## src/rtl/freelist_ckpt_pkg.sv

```systemverilog
// rtl/freelist_ckpt_pkg.sv - shared defaults, tag/checkpoint types and mask/count helpers for the free list
package freelist_ckpt_pkg;

  localparam int FL_DEPTH     = 32;
  localparam int FL_READ      = 4;
  localparam int FL_WRITE     = 4;
  localparam int FL_CKPT      = 4;
  localparam int FL_RESV      = 0;
  localparam int FL_MAX_DEPTH = 1024;
  localparam int FL_DATA      = $clog2(FL_DEPTH);
  localparam int FL_CKW       = (FL_CKPT > 1) ? $clog2(FL_CKPT) : 1;

  typedef logic [FL_DATA-1:0]      tag_t;
  typedef logic [FL_CKW-1:0]       ck_id_t;
  typedef logic [FL_MAX_DEPTH-1:0] fl_vec_t;

  // Bits 0..resv-1 set: the permanently mapped architectural tags.
  function automatic fl_vec_t fl_resv_mask(input int resv);
    fl_vec_t m;
    m = '0;
    for (int t = 0; t < FL_MAX_DEPTH; t++) begin
      if (t < resv) m[t] = 1'b1;
    end
    return m;
  endfunction

  // Counts active-low (free) bits among the first depth entries.
  function automatic int fl_count_free(input fl_vec_t used, input int depth);
    int n;
    n = 0;
    for (int t = 0; t < FL_MAX_DEPTH; t++) begin
      if (t < depth && !used[t]) n++;
    end
    return n;
  endfunction

endpackage

```

## src/rtl/freelist_ckpt_if.sv

```systemverilog
// rtl/freelist_ckpt_if.sv - allocate/release/checkpoint bundle between rename logic and the free list
interface freelist_ckpt_if #(
  parameter int DEPTH = 32,
  parameter int READ  = 4,
  parameter int WRITE = 4,
  parameter int CKPT  = 4
);
  localparam int DATA = $clog2(DEPTH);
  localparam int CW   = DATA + 1;
  localparam int CKW  = (CKPT > 1) ? $clog2(CKPT) : 1;

  logic [WRITE-1:0]           we;
  logic [WRITE-1:0][DATA-1:0] wd;
  logic [READ-1:0]            re;
  logic [READ-1:0][DATA-1:0]  rd;
  logic [READ-1:0]            v;
  logic                       empty;
  logic [CW-1:0]              free_cnt;
  logic                       ck_save;
  logic [CKW-1:0]             ck_sid;
  logic                       ck_rest;
  logic [CKW-1:0]             ck_rid;
  logic                       ck_rel;
  logic [CKW-1:0]             ck_lid;
  logic [CKPT-1:0]            ck_live;

  modport master (
    output we, wd, re, ck_save, ck_sid, ck_rest, ck_rid, ck_rel, ck_lid,
    input  rd, v, empty, free_cnt, ck_live
  );

  modport slave (
    input  we, wd, re, ck_save, ck_sid, ck_rest, ck_rid, ck_rel, ck_lid,
    output rd, v, empty, free_cnt, ck_live
  );

endinterface

```

## src/rtl/freelist_ckpt_pick.sv

```systemverilog
// rtl/freelist_ckpt_pick.sv - k-th lowest free tag selector, one offer per allocation port
module freelist_ckpt_pick #(
  parameter int DEPTH = 32,
  parameter int READ  = 4,
  parameter int DATA  = $clog2(DEPTH)
) (
  input  logic [DEPTH-1:0]          usage,
  output logic [READ-1:0][DATA-1:0] rd,
  output logic [READ-1:0]           v
);

  always_comb begin
    int seen;
    rd   = '0;
    v    = '0;
    seen = 0;
    for (int t = 0; t < DEPTH; t++) begin
      if (!usage[t]) begin
        for (int k = 0; k < READ; k++) begin
          if (seen == k) begin
            rd[k] = DATA'(t);
            v[k]  = 1'b1;
          end
        end
        seen++;
      end
    end
  end

endmodule

```

## src/rtl/freelist_ckpt.sv

```systemverilog
// rtl/freelist_ckpt.sv - multi-port tag free list with checkpoint/restore of speculative allocations
module freelist_ckpt
  import freelist_ckpt_pkg::*;
#(
  parameter int DEPTH = FL_DEPTH,
  parameter int READ  = FL_READ,
  parameter int WRITE = FL_WRITE,
  parameter int CKPT  = FL_CKPT,
  parameter int RESV  = FL_RESV
) (
  input logic            clk,
  input logic            reset,
  input logic            flush,
  freelist_ckpt_if.slave bus
);

  localparam int DATA = $clog2(DEPTH);
  localparam int CW   = DATA + 1;
  localparam int CKW  = (CKPT > 1) ? $clog2(CKPT) : 1;
  localparam logic [DEPTH-1:0] RESV_MASK = DEPTH'(fl_resv_mask(RESV));
  localparam logic [CW-1:0]    INIT_CNT  = CW'(DEPTH - RESV);
  localparam logic             INIT_EMPTY = (DEPTH - RESV) < READ;

  logic [DEPTH-1:0]            r_usage;
  logic [CKPT-1:0][DEPTH-1:0]  r_since;
  logic [CKPT-1:0]             r_live;
  logic                        r_empty;
  logic [CW-1:0]               r_free_cnt;

  logic                        rest_ok;
  logic [DEPTH-1:0]            rest_mask;
  logic [DEPTH-1:0]            consumed;
  logic [DEPTH-1:0]            released;
  logic [DEPTH-1:0]            n_usage;
  logic [CKPT-1:0][DEPTH-1:0]  n_since;
  logic [CKPT-1:0]             n_live;
  logic [CW-1:0]               n_cnt;
  logic                        wd_dup;
  logic                        wd_resv;

  freelist_ckpt_pick #(
    .DEPTH(DEPTH),
    .READ (READ),
    .DATA (DATA)
  ) u_pick (
    .usage(r_usage),
    .rd   (bus.rd),
    .v    (bus.v)
  );

  // A restore suppresses every allocation in its cycle so nothing is both reclaimed and handed out.
  always_comb begin
    rest_ok   = bus.ck_rest && r_live[bus.ck_rid];
    rest_mask = rest_ok ? r_since[bus.ck_rid] : '0;
    consumed  = '0;
    released  = '0;
    for (int k = 0; k < READ; k++) begin
      if (!rest_ok && bus.re[k] && bus.v[k]) consumed[bus.rd[k]] = 1'b1;
    end
    // Only tags currently held can be released; freeing a free or reserved tag does nothing.
    for (int w = 0; w < WRITE; w++) begin
      if (bus.we[w] && r_usage[bus.wd[w]] && !RESV_MASK[bus.wd[w]]) released[bus.wd[w]] = 1'b1;
    end
    n_usage = (r_usage & ~released & ~rest_mask) | consumed;
    n_cnt   = CW'(fl_count_free(fl_vec_t'(n_usage), DEPTH));
  end

  // Slot update order: track, then restore clears own mask, then close, then open (save wins).
  always_comb begin
    for (int c = 0; c < CKPT; c++) begin
      n_live[c]  = r_live[c];
      n_since[c] = r_live[c] ? ((r_since[c] & ~rest_mask & ~released) | consumed) : '0;
      if (rest_ok && bus.ck_rid == CKW'(c)) n_since[c] = '0;
      if (bus.ck_rel && bus.ck_lid == CKW'(c)) begin
        n_live[c]  = 1'b0;
        n_since[c] = '0;
      end
      if (bus.ck_save && bus.ck_sid == CKW'(c)) begin
        n_live[c]  = 1'b1;
        n_since[c] = '0;
      end
    end
  end

  always_ff @(posedge clk) begin
    if (reset || flush) begin
      r_usage    <= RESV_MASK;
      r_since    <= '0;
      r_live     <= '0;
      r_empty    <= INIT_EMPTY;
      r_free_cnt <= INIT_CNT;
    end else begin
      r_usage    <= n_usage;
      r_since    <= n_since;
      r_live     <= n_live;
      r_empty    <= n_cnt < CW'(READ);
      r_free_cnt <= n_cnt;
    end
  end

  assign bus.empty    = r_empty;
  assign bus.free_cnt = r_free_cnt;
  assign bus.ck_live  = r_live;

  always_comb begin
    wd_dup  = 1'b0;
    wd_resv = 1'b0;
    for (int w = 0; w < WRITE; w++) begin
      if (bus.we[w] && RESV_MASK[bus.wd[w]]) wd_resv = 1'b1;
      for (int x = w + 1; x < WRITE; x++) begin
        if (bus.we[w] && bus.we[x] && bus.wd[w] == bus.wd[x]) wd_dup = 1'b1;
      end
    end
  end

  a_no_dup_release: assert property (@(posedge clk) disable iff (reset || flush) !wd_dup);
  a_no_resv_release: assert property (@(posedge clk) disable iff (reset || flush) !wd_resv);

endmodule

```

## src/flat_wrapper.sv

```systemverilog
// flat-port wrapper written by rule: the top's interface ports become plain ports
module freelist_ckpt_flat import freelist_ckpt_pkg::*;
#(
  parameter int DEPTH = FL_DEPTH,
  parameter int READ  = FL_READ,
  parameter int WRITE = FL_WRITE,
  parameter int CKPT  = FL_CKPT,
  parameter int RESV  = FL_RESV
)
  (clk, reset, flush, bus_we, bus_wd, bus_re, bus_ck_save, bus_ck_sid, bus_ck_rest, bus_ck_rid, bus_ck_rel, bus_ck_lid, bus_rd, bus_v, bus_empty, bus_free_cnt, bus_ck_live);
  freelist_ckpt_if #(.DEPTH(DEPTH), .READ(READ), .WRITE(WRITE), .CKPT(CKPT)) bus_i ();
  input logic clk;
  input logic reset;
  input logic flush;
  input wire logic [$bits(bus_i.we)-1:0] bus_we;
  input wire logic [$bits(bus_i.wd)-1:0] bus_wd;
  input wire logic [$bits(bus_i.re)-1:0] bus_re;
  input wire logic [$bits(bus_i.ck_save)-1:0] bus_ck_save;
  input wire logic [$bits(bus_i.ck_sid)-1:0] bus_ck_sid;
  input wire logic [$bits(bus_i.ck_rest)-1:0] bus_ck_rest;
  input wire logic [$bits(bus_i.ck_rid)-1:0] bus_ck_rid;
  input wire logic [$bits(bus_i.ck_rel)-1:0] bus_ck_rel;
  input wire logic [$bits(bus_i.ck_lid)-1:0] bus_ck_lid;
  output wire logic [$bits(bus_i.rd)-1:0] bus_rd;
  output wire logic [$bits(bus_i.v)-1:0] bus_v;
  output wire logic [$bits(bus_i.empty)-1:0] bus_empty;
  output wire logic [$bits(bus_i.free_cnt)-1:0] bus_free_cnt;
  output wire logic [$bits(bus_i.ck_live)-1:0] bus_ck_live;
  assign bus_i.we = bus_we;
  assign bus_i.wd = bus_wd;
  assign bus_i.re = bus_re;
  assign bus_i.ck_save = bus_ck_save;
  assign bus_i.ck_sid = bus_ck_sid;
  assign bus_i.ck_rest = bus_ck_rest;
  assign bus_i.ck_rid = bus_ck_rid;
  assign bus_i.ck_rel = bus_ck_rel;
  assign bus_i.ck_lid = bus_ck_lid;
  assign bus_rd = bus_i.rd;
  assign bus_v = bus_i.v;
  assign bus_empty = bus_i.empty;
  assign bus_free_cnt = bus_i.free_cnt;
  assign bus_ck_live = bus_i.ck_live;
  freelist_ckpt #(.DEPTH(DEPTH), .READ(READ), .WRITE(WRITE), .CKPT(CKPT), .RESV(RESV)) u_core (.clk(clk), .reset(reset), .flush(flush), .bus(bus_i));
endmodule
```

## config.mk

```make
export PLATFORM = sky130hd
export DESIGN_NAME = freelist_ckpt_flat
export DESIGN_NICKNAME = d
export VERILOG_FILES = /design/src/rtl/freelist_ckpt_pkg.sv /design/src/rtl/freelist_ckpt_if.sv /design/src/rtl/freelist_ckpt_pick.sv /design/src/rtl/freelist_ckpt.sv /design/src/flat_wrapper.sv
export SDC_FILE = /design/constraint.sdc
export NUM_CORES = 1
export LEC_CHECK = 0
export CAP_MARGIN = 15
export CELL_PAD_IN_SITES_DETAIL_PLACEMENT = 1
export CELL_PAD_IN_SITES_GLOBAL_PLACEMENT = 2
export CORE_UTILIZATION = 39
export DETAILED_ROUTE_END_ITERATION = 8
export PLACE_DENSITY_LB_ADDON = 0.12
export REMOVE_ABC_BUFFERS = 1
export SYNTH_ARGS = -nofsm -noshare
export SYNTH_HDL_FRONTEND = slang
export SYNTH_HIERARCHICAL = 1
export SYNTH_SLANG_ARGS = --single-unit
```

## constraint.sdc

```tcl
create_clock -name clk -period 51.3 [get_ports clk]
set_clock_uncertainty 0.2 [all_clocks]
set_input_delay 10.26 -clock clk [delete_from_list [all_inputs] [get_ports clk]]
set_output_delay 10.26 -clock clk [all_outputs]
set_load 0.1 [all_outputs]
```

== Word level (Yosys, flattened, before mapping) ==
Memories as Yosys holds them, arrays and structs flattened.
Cells that the tools add are included.
Word-level totals
  memories kept: 4
  output and inout bits: 35
  memory bits (read-only): 128
  bits in registers: 171
  input port bits: 40
Memory list
  (no name shown): depth 32, bits a word 1, read ports 1, clocked after Yosys merged registers in 0, wr ports 0, RTL line freelist_ckpt.sv:62  | if (bus.we[w] && r_usage[bus.wd[w]] && !RESV_MASK[bus.wd[w]]) released[bus.wd[w]] = 1'b1;
  (no name shown): depth 32, bits a word 1, read ports 1, clocked after Yosys merged registers in 0, wr ports 0, RTL line freelist_ckpt.sv:62
  (no name shown): depth 32, bits a word 1, read ports 1, clocked after Yosys merged registers in 0, wr ports 0, RTL line freelist_ckpt.sv:62
  (no name shown): depth 32, bits a word 1, read ports 1, clocked after Yosys merged registers in 0, wr ports 0, RTL line freelist_ckpt.sv:62
Operators by class
  add/sub/neg operators: 61
  equality and inequality tests: 102
  muxes and demuxes: 423
  reduce and logical (&&, ||, !) cells: 85
  magnitude comparators: 18
  bitwise gates (word level): 27
Operators with widths (count)
  $eq A32 B3 Y1 const B: 62
  $mux W32: 40
  $eq A32 B2 Y1 const B: 31
  $logic_not A32 Y1: 31
  $add A32 B2 Y32 const B: 30
  $mux W20: 30
  $mux W5: 120
  $or A32 B32 Y32: 11
  $and A32 B32 Y32: 10
  $mux W6: 30
  $add A6 B2 Y6 const B: 29
  $mux W1: 156
  $mux W4: 31
  $bmux W32 S2: 1
  $not A32 Y32: 2
  $lt A5 B6 Y1 const B: 8
  $demux W1 S5: 8
  $ge A5 B1 Y1 const B: 8
  $logic_and A1 B1 Y1: 37
  $bmux W1 S5: 4
  $reduce_or A5 Y1: 4
  $mux W16: 1
  $eq A2 B2 Y1 const B: 6
  $reduce_bool A2 Y1: 4
  other kinds (11): 22

== Depth between registers and ports, before layout ==
Gate-level depths: netlist of the first run.
  word-level depth: 140
  depth in mapped cells: 200
  mapped depth without buffers: 199

== By module ==
The synthesis of the first run kept the hierarchy.
By module, submodules not included
  freelist_ckpt: area each 15312.2 um2, instances 1, cells an instance 1885
  freelist_ckpt_pick: area each 9788.1 um2, instances 1, cells an instance 1374

== Least setup slack after synthesis of the first run ==
No wires, ideal clock.
  path type: register to register
  start point: register u_core.r_usage[2]
  end point: register u_core.r_empty (netlist: u_core/bus.empty)
  buffers on the path: 0
  required time: 51.021 ns
  setup slack: 13.215 ns
  cell stages (with the launch flop): 187
  arrival time: 37.806 ns
  period minus slack after synthesis: 38.085 ns
  cells stage by stage: dfxtp_1 inv_1 fa_1 ha_1 nor2_1 a21oi_1 ha_1 mux2i_1 and2_1 ha_1 nor2b_1 a31o_2 ha_1 mux2i_1 ha_1 nor2b_1 a31oi_1 a31oi_1 [151 not listed] a21oi_1 ha_1 mux2_2 xor2_1 mux2_2 ha_1 nor2_1 a21oi_1 ha_1 mux2_2 ha_1 mux2_2 ha_1 a21oi_1 a21oi_1 nor3_1 nand3b_1 o211ai_1
Between the ends
  elaborated cells between the ends (all ways): 587
  classes of those cells: 59 x add/sub; 9 x order compare; 87 x eq/ne; 377 x mux; 10 x bitwise; 45 x reduce/logical
RTL lines
  from (decl): RTL line freelist_ckpt.sv:24  | logic [DEPTH-1:0] r_usage;
  from (signal assigned): RTL line freelist_ckpt.sv:93  | r_usage <= n_usage;
  $mux W32: RTL line freelist_ckpt_pick.sv:18  | if (!usage[t]) begin
  $add A32 B2 Y32 or $eq A32 B3 Y1 (tied branches): RTL line freelist_ckpt_pick.sv:25, freelist_ckpt_pick.sv:20
  $mux W32 or $mux W5 (tied branches): RTL line freelist_ckpt_pick.sv:18, freelist_ckpt_pick.sv:20
  $add A32 B2 Y32, or another cell as far along: RTL line freelist_ckpt_pick.sv:25  | seen++;
  $mux W32 or $mux W5 (tied branches): RTL line freelist_ckpt_pick.sv:18, freelist_ckpt_pick.sv:20
  $add A32 B2 Y32, or another cell as far along: RTL line freelist_ckpt_pick.sv:25
  $mux W32 or $mux W5 (tied branches): RTL line freelist_ckpt_pick.sv:18, freelist_ckpt_pick.sv:20
  $add A32 B2 Y32, or another cell as far along: RTL line freelist_ckpt_pick.sv:25
  [52 not listed]
  named net bus_rd[19]: RTL line flat_wrapper.sv:24  | output wire logic [$bits(bus_i.rd)-1:0] bus_rd;
  [63 not listed]
  $mux W6: RTL line freelist_ckpt_pkg.sv:32  | if (t < depth && !used[t]) n++;
  $add A6 B2 Y6: RTL line freelist_ckpt_pkg.sv:32
  $mux W6: RTL line freelist_ckpt_pkg.sv:32
  $add A6 B2 Y6: RTL line freelist_ckpt_pkg.sv:32
  $mux W6: RTL line freelist_ckpt_pkg.sv:32
  $add A6 B2 Y6: RTL line freelist_ckpt_pkg.sv:32
  $mux W6 (*): RTL line freelist_ckpt_pkg.sv:32
  $lt A6 B3 Y1 (*): RTL line freelist_ckpt.sv:96  | r_empty <= n_cnt < CW'(READ);
  to (signal assigned): RTL line freelist_ckpt.sv:96
  to (decl): RTL line freelist_ckpt.sv:27  | logic r_empty;
Mark *: on every way through the listed nets, which the timed path passes. The rest lies on a longest branch. The select of a mux whose other input is x is not followed.
A chain may end at the register's enable or synchronous reset.

== Worst setup path in the final report of the first run ==
  start point: register u_core.r_usage[2]
  end point: register u_core.r_empty (netlist: u_core/bus.empty)
Between the ends
  word-level cells in the longest chain between the ends: 136
  elaborated cells between the ends (all ways): 587
  classes of those cells: 59 x add/sub; 9 x order compare; 87 x eq/ne; 377 x mux; 10 x bitwise; 45 x reduce/logical
Ends and longest elaborated chain (RTL line)
  $mux W32: freelist_ckpt_pick.sv:18
  $add A32 B2 Y32 or $logic_not A32 Y1 (tied branches): freelist_ckpt_pick.sv:25, freelist_ckpt_pick.sv:20
  $mux W32 or $mux W5 (tied branches): freelist_ckpt_pick.sv:18, freelist_ckpt_pick.sv:20
  $add A32 B2 Y32, or another cell as far along: freelist_ckpt_pick.sv:25
  $mux W32 or $mux W5 (tied branches): freelist_ckpt_pick.sv:18, freelist_ckpt_pick.sv:20
  $add A32 B2 Y32, or another cell as far along: freelist_ckpt_pick.sv:25
  $mux W32 or $mux W5 (tied branches): freelist_ckpt_pick.sv:18, freelist_ckpt_pick.sv:20
  $add A32 B2 Y32, or another cell as far along: freelist_ckpt_pick.sv:25
  [120 not listed]
  $mux W6: freelist_ckpt_pkg.sv:32
  $add A6 B2 Y6: freelist_ckpt_pkg.sv:32
  $mux W6: freelist_ckpt_pkg.sv:32
  $add A6 B2 Y6: freelist_ckpt_pkg.sv:32
  $mux W6: freelist_ckpt_pkg.sv:32
  $add A6 B2 Y6: freelist_ckpt_pkg.sv:32
  $mux W6 (*): freelist_ckpt_pkg.sv:32
  $lt A6 B3 Y1 (*): freelist_ckpt.sv:96
Mark *: on every way between the ends. The rest lies on a longest branch, timed or not. The select of a mux whose other input is x is not followed.

==> results of run 1 <==
critical path: cells and delay by family (launching register included):
family | cells | cell delay, ns
XOR/XNOR | 13 | 2.68
adder cells (fa/ha/maj) | 46 | 13.82
flip-flops | 1 | 0.61
AND/OR/NAND/NOR | 48 | 7.20
multiplexers | 13 | 3.61
AO/OA/AOI/OAI | 56 | 13.70
buffers and inverters | 11 | 1.21
cell families after synthesis:
| family | synth area share [%] |
|---|---|
| muxes | 8.68 |
| xor gates and xnor gates | 13.9 |
| and+or+nand+nor | 27.8 |
| DFF | 13.6 |
| buffers and inverters | 4.30 |
| AOI/OAI and AO/OA | 24.0 |
| adders and majority gates | 7.64 |
final cells by class:
type / count / area share, %
tap: 846 / 3.87
multi-input combinational: 2828 / 75.3
timing repair buffer: 133 / 4.29
clock inverter: 14 / 0.622
clock buffer: 18 / 1.61
sequential: 171 / 12.5
inverter: 129 / 1.79
antenna: 1 / 0.00915
synth_stat cells, types with 74 or more instances:
library cell	n	area (µm²)
sky130_fd_sc_hd__a21oi_1	249	1250
sky130_fd_sc_hd__clkbuf_1	77	289
sky130_fd_sc_hd__dfxtp_1	171	3420
sky130_fd_sc_hd__ha_1	150	1880
sky130_fd_sc_hd__inv_1	118	443
sky130_fd_sc_hd__mux2i_1	79	791
sky130_fd_sc_hd__nand2_1	400	1500
sky130_fd_sc_hd__nand3_1	113	566
sky130_fd_sc_hd__nor2_1	290	1090
sky130_fd_sc_hd__nor2b_1	74	463
sky130_fd_sc_hd__o21ai_0	89	445
sky130_fd_sc_hd__xnor2_1	164	1440
stage by stage:
step	cell area, µm²	utilization [%]	setup slack, ns	instances	hold slack (ns)
final	27400	43.2	8.18	4140	0.258
after global routing	27400	43.2	4.81	4139	0.271
after CTS	27300	43.2	8.51	4137	0.260
after detailed placement	26700	42.2	8.68	4105	0.249
after global placement	26700	42.2	11.32	4105	0.238
after floorplan	24500	-	12.81	3128	0.233
metal layers:
layer  wire [µm]  track usage (%)  up-vias
met3        3850             2.29      160
li1            -                -    12000
met2       49800             54.0      611
met1       44800             38.9    12800
met4        3930             11.6        2
met5          13                0        -
layout by cell type (no fill, tap or decap), drive strengths merged, types with 20 or more instances in the layout:
| master | netlist | routed |
|---|---|---|
| nand2 | 400 | 400 |
| nor2 | 291 | 291 |
| a21oi | 253 | 253 |
| xnor2 | 193 | 193 |
| dfxtp | 171 | 171 |
| ha | 150 | 150 |
| inv | 128 | 135 |
| nand3 | 114 | 114 |
| o21ai | 111 | 111 |
| mux2i | 83 | 83 |
| xor2 | 82 | 82 |
| nor2b | 74 | 74 |
| nor3 | 73 | 73 |
| clkdlybuf4s50 | 0 | 72 |
| and2 | 69 | 69 |
| buf | 54 | 61 |
| nand2b | 59 | 59 |
| o22ai | 47 | 47 |
| mux4 | 44 | 44 |
| a31oi | 37 | 37 |
| nand4 | 35 | 35 |
| a211oi | 35 | 35 |
| and3 | 31 | 31 |
| or2 | 31 | 31 |
| a221oi | 30 | 30 |
| a22oi | 29 | 29 |
| nor4 | 29 | 29 |
| o211ai | 28 | 28 |
| mux2 | 28 | 28 |
| a21boi | 27 | 27 |
| nand3b | 26 | 26 |
| or3 | 25 | 25 |
| nor3b | 24 | 24 |
| o21a | 22 | 22 |
| xnor3 | 22 | 22 |
| or4 | 21 | 21 |
| a32oi | 20 | 20 |
sequential cells by signal (all words and copies together) (netlist names):
| name | count |
|---|---|
| u_core/r_since | 128 |
| u_core/bus.free_cnt | 6 |
| u_core/bus.ck_live | 4 |
| u_core/bus.empty | 1 |
| u_core/r_usage | 32 |
path summary, 6_finish.rpt:
path	start	endpoint	cells after the start
worst min-delay path	u_core/r_since[60]	u_core/r_since[60]	2
worst min register to register	u_core/r_since[60]	u_core/r_since[60]	2
worst max register to register	u_core/r_usage[2]	u_core/bus.empty	187
worst max-delay path	u_core/r_usage[2]	u_core/bus.empty	187
==> results.md, run 1 <==
- At the end of the flow, the number of nets in the layout was roughly 3500.
- The placeable core area is roughly 63000 µm².
- The detailed-routing iteration count for the pre-antenna-repair pass is 5.
- The maximum count of clock buffers along a single path is 2.
- In this run the vertical extent of the chip is 256 µm.
- The slowest stage of the critical path is the sky130_fd_sc_hd__a221oi_1 cell.
- The leftover overflow at the end of global routing is 0.
- The total number of vias is between 20000 and 30000.
- For this run, the slowest stage of the critical path takes around 0.97 ns.
- Once detail routing completed, the nets flagged for antenna violations numbered 0.
- The global-route wire length before repair is roughly 160000 µm.
- In this run, the number of DRC markers left after iteration 0 of detailed routing was ~1900.
- The average wire per cell in the routed design is 24.7 µm.
- Measured against its own limit, the worst slew margin works out to 16.2%.
- The cell repeated most along the worst path is sky130_fd_sc_hd__ha_1.
- The fraction of the yosys area taken by sequential cells is between 10% and 20%.
- The aggregate negative setup slack is 0 ns.
- The layout-stage area growth over the synthesis result is 9.00%.
- The kind of end point of the critical path is a register.
- The number of resized instances in the post-cts repair step is 0.
- The H-tree generated during clock tree synthesis spans 4 levels.
- The average cell area after synthesis is a little under 8 µm².
- The floorplan has around 90 rows.
- The flow ran to the end, and the final reports show no timing, DRC or antenna violations.
- Clock tree synthesis found a total of about 170 sinks.
- The total of hold buffers inserted after clock tree synthesis is 0.
- The maximum clock frequency is 23.2 MHz.
- In this run the worst path has a maximum fanout of 13.
- Using the TritonRoute via totals, the vias-per-cell ratio works out to between 6 and 7.
- The area of the mapped netlist is 25100 µm².
- The number of clock buffers added by TritonCTS is 17.
- The data arrival time of the critical path is around 43 ns.
- In this run the horizontal extent of the chip is ~260 µm.
- The final-report hold violation count is 0.
- Setup repair after global routing left no endpoint under its margin.
- For this configuration, the core starts out at a cell density of around two fifths.
- The final HPWL from detailed placement is slightly above 80000 µm.
- The post-route netlist has 10.1% of its cells at a drive strength greater than 1.
- The number of enable-type register cells in the synthesized netlist is 0.
- For the worst setup path, the data required time is a little over 50 ns.
- For this design the top-level I/O count stands at 75.
- By startpoint and endpoint, the worst setup path is classified as register to register.
- The post-synthesis cell count is roughly 3300.
- The multi-input combinational cells in the finished layout cover a total of ~20000 µm².
- The setup check on the worst reg-to-reg path leaves a slack of around 8.2 ns.
- The later pin in the worst-skew pair is clocked with a latency of 0.47 ns.
- The layout has between 7000 and 8000 filler cells.
- The smallest clock period supported by the final layout is computed as between 40 and 50 ns.
- After clock tree synthesis, the clock-pin slew on the worst setup and hold paths is approximately 0.08 ns.
- The number of synthesized register bits is roughly 170.
- The initial antenna violation count was 2.
- The DRC violation count after routing is 0.
- The category of the worst setup path launch point is a register.
- The number of setup buffers added after CTS is 0.
- The die covers approximately 65000 µm².
- In the final layout, flip-flops and latches occupy 3420 µm².
- The tree is rooted in a sky130_fd_sc_hd__clkbuf_16.
- The number of distinct library cell variants in the gate-level netlist after synthesis is 141.
- The number of slew-limit violations in the final report came to 0.
- In the synthesized netlist the dominant register cell turns out to be sky130_fd_sc_hd__dfxtp_1.
- Setup violations remaining at the end of the flow were counted as 0.
- The largest net degree at the start of global routing is 54.
- In the finished design, the share of the clock period the worst path needs comes to a little over four fifths.
- The number of port buffers is 74.
- The count of yosys warnings during synthesis is 6.
- The global placer's final weighted congestion is roughly 1.0.
- For the pin with the worst max-slew slack, the measured transition is between 1 and 1.5 ns.
- The clock tree from TritonCTS is built.
- The overall routing resource usage is between 30% and 40%.
- For this run, asynchronously set or reset flops after synthesis account for 0%.
- Summed over all layers, the routed wires come to just over 100000 µm.
- The class of the most critical hold timing path is register to register.
- The via count of the first global-routing pass is 26300.
- The reported max-cap violation count is 0.
Power of run 1 is not shown: default switching activity piles up to over one toggle a cycle in this logic, so the estimate is an artifact.
==> run 2: changes to the inputs <==
==> constraint.sdc (replaced) <==
create_clock -name clk -period 42.6 [get_ports clk]
set_clock_uncertainty 0.2 [all_clocks]
set_input_delay 8.52 -clock clk [delete_from_list [all_inputs] [get_ports clk]]
set_output_delay 8.52 -clock clk [all_outputs]
set_load 0.1 [all_outputs]
==> run 2 against run 1 <==
  * Final area increased by 1.7%
  * First-iteration DRC count increased by 8.7%
  * Count of clock-buffer cells in the layout decreased by 1
  * Register-to-register slack got worse by 5.3 ns
  * Core utilization increased by 0.72 points
  * Critical path depth unchanged
  * Fmax increased by 8.5%
==> results.md, run 2 (synthesis results as in run 1) <==
- The run finished with clean final reports.
- The final worst setup slack is 2.87 ns (-5.31 ns).
- The depth of the worst register-to-register path was 187 (unchanged).
- The average wire per cell in the routed design is 24.7 µm (about the same).
- The overall routing resource usage came to 30.6% (-0.042 points).
- The TritonCTS buffer count is 17 (unchanged).
- The number of slew-limit violations in the final report is 0 (unchanged).
- The worst-case headroom to the max-slew limit was 10.5% (-5.7 points).
- The detail-routed via count per cell was 6.19 (+0.13%).
- The post-detailed-route count of antenna-violating nets is 0 (unchanged).
- The category of the worst setup path launch point is a register.
- The detailed-route wire length is 103000 µm (+0.39%).
- The deepest level of the CTS H-tree is 4 (unchanged).
- The worst hold margin is 0.256 ns (-0.00211 ns).
- The destination of the worst register-to-register timing path is u_core/bus.empty.
- The worst hold path belongs to the class register to register.
- The slowest stage of the critical path is the sky130_fd_sc_hd__fa_2 cell.
- The total number of clock tree sinks is 171 (unchanged).
- The total number of vias is 25700 (+0.54%).
- The met3 track utilization from global routing is 2.53% (+0.24 points).
- The DRC violation count after routing is 0 (unchanged).
- The clock network latency to the later pin of the worst-skew pair came to 0.46 ns (about the same).
- The via count of the first global-routing pass came to 26200 (-0.32%).
- The flip-flop count of the largest register after layout is 128 (unchanged).
- The largest net degree at the start of global routing came to 54 (unchanged).
- The cell repeated most along the worst path is sky130_fd_sc_hd__ha_1.
- The I/O pin count is 75 (unchanged).
- The final HPWL from detailed placement was 82400 µm (-0.22%).
- The fraction of final layout cells sized beyond drive strength 1 was 12.2% (+2.1 points).
- The area used by multi-input combinational logic came to 21000 µm² (+1.7%).
- The maximum count of clock buffers along a single path is 2 (unchanged).
- The critical path's largest stage delay is 0.62 ns (-0.35 ns).
- The worst-case register-to-register setup slack is 2.87 ns (-5.31 ns).
- The maximum fanout along the worst path is 13 (unchanged).
- The die outline area came to 65400 µm² (unchanged).
- The number of rows created at floorplan came to 92 (unchanged).
- The placeable core area came to 63300 µm² (unchanged).
- The initial antenna violation count is 2 (unchanged).
- The startpoint identified for the worst hold timing path is u_core/r_since[106].
- The layout-stage area growth over the synthesis result is 10.8%.
- The count of nets after finishing is 3489 (+0.52%).
- TritonCTS built the clock tree.
- The count of fill cells added during filler insertion is 7741 (-0.98%).
- The tree is rooted in a sky130_fd_sc_hd__clkbuf_16.
- The global routing met2 resource utilization is 53.5% (-0.48 points).
- The library cell used most frequently in the layout, excluding fill and tap cells, is sky130_fd_sc_hd__nand2_1.
- The destination of the worst hold path is u_core/r_since[106].
- The area of all placed cells without fillers is 27800 µm² (+1.7%).
- The die height is 256 µm (unchanged).
- The floorplan die width is 256 µm (unchanged).
- The busiest metal layer after global routing is met2.
- The detailed-routing iteration count for the pre-antenna-repair pass is 6 (+1).
- The reported max-cap violation count came to 0 (unchanged).
- The number of port buffers came to 74 (unchanged).
- The global-route wire length before repair was 158000 µm (-0.12%).
- The maximum clock frequency came to 25.2 MHz (+8.5%).
- The required time reported for the critical path endpoint came to 42.78 ns (-8.70 ns).
- In the layout the commonest cells are sky130_fd_sc_hd__nand2_1, sky130_fd_sc_hd__nor2_1, sky130_fd_sc_hd__a21oi_1.
- The post-route minimum period is 39.73 ns (-3.39 ns).
- The setup-violating endpoint count in the final report is 0 (unchanged).
- The cell area after placement is 26800 µm² (+0.11%).
- The core occupancy in the finished layout is 43.9% (+0.72 points).
- The clock-pin slew on the worst setup and hold paths was 0.08 ns (about the same).
- The DRC marker count from the first detailed-route iteration is 2061 (+8.7%).
- Ranked by flip-flop count, first place goes to u_core/r_since.
- The instance count along the most critical hold path is 2 (unchanged).
- The critical path is of the register to register type.
- The data arrival time of the critical path is 39.91 ns (-3.39 ns).
- The post-place setup slack is -0.118 ns (-8.80 ns).
- The kind of end point of the critical path is a register.
- The worst register-to-register path begins at u_core/r_usage[2].
- The period utilization is 93.3% (+9.2 points).
- The leftover overflow at the end of global routing was 0 (unchanged).
- The starting density of the core came to 39.6% (unchanged).
- The slew at the pin closest to its max-slew limit was 1.31 ns (+0.0647 ns).
- The total area of sequential cells is 3430 µm² (+0.11%).
- The final-report hold violation count is 0 (unchanged).
- The global placer's final weighted congestion was 0.996 (-1.2%).
- The met1 track demand over resource is 38.4% (-0.48 points).
[run 2: cell types whose count changed in the layout (fill, tap and decap cells not counted), moves of 5 or more]
| cell | previous run | this run |
|---|---|---|
| sky130_fd_sc_hd__buf_4 | 59 | 76 |
| sky130_fd_sc_hd__o21ai_2 | 2 | 10 |
| sky130_fd_sc_hd__o22ai_1 | 44 | 39 |
| sky130_fd_sc_hd__o22ai_2 | 2 | 7 |
[run 2: worst max-delay path by stage]
stage	startpoint	depth (start not counted)	slack (ns)	to
floorplan	u_core/r_usage[2]	187	4.11	u_core/bus.empty
global placement	u_core/r_usage[2]	188	2.67	u_core/bus.empty
detailed placement	u_core/r_usage[2]	187	-0.12	u_core/bus.empty
CTS	u_core/r_usage[2]	187	0.04	u_core/bus.empty
global route	u_core/r_usage[2]	187	-0.13	u_core/bus.empty
finish	u_core/r_usage[2]	187	2.87	u_core/bus.empty
[run 2: layout make-up]
cell class | instances | share of cell area [%]
diodes | 1 | 0.00900
well taps | 846 | 3.81
inverters | 129 | 1.76
clock buffers | 17 | 1.53
repair buffers | 151 | 4.70
clock inverters | 14 | 0.562
flip-flops and latches | 171 | 12.3
multi-input cells | 2828 | 75.3
[run 2: stage by stage]
stage | TNS [ns] | std cells
6_report | 0 | 4157
5_1_grt | -0.131 | 4156
4_1_cts | 0 | 4139
3_5_place_dp | -0.118 | 4108
3_3_place_gp | 0 | 4108
2_1_floorplan | 0 | 3128
[run 2: what timing repair did]
item	CTS	global route
buffers inserted	0	15
setup endpoints to repair	4	6
gates resized for setup	4	70
hold buffers	0	0
pin swaps	0	7
[run 2: critical path, delay by kind of cell (launching register included)]
family	cells	cell delay (ns)
multiplexers	14	3.32
XOR/XNOR	11	2.36
buffers and inverters	9	0.86
AO/OA/AOI/OAI	61	11.70
adder cells (fa/ha/maj)	44	12.94
flip-flops	1	0.47
AND/OR/NAND/NOR	48	7.78
[run 2: layer usage]
metal	up-vias	part of all wire (%)
met2	631	48
met4	4	4.2
met3	160	3.6
met1	12900	44
li1	12000	-
met5	-	0.026
Power of run 2 is left out for the same reason.
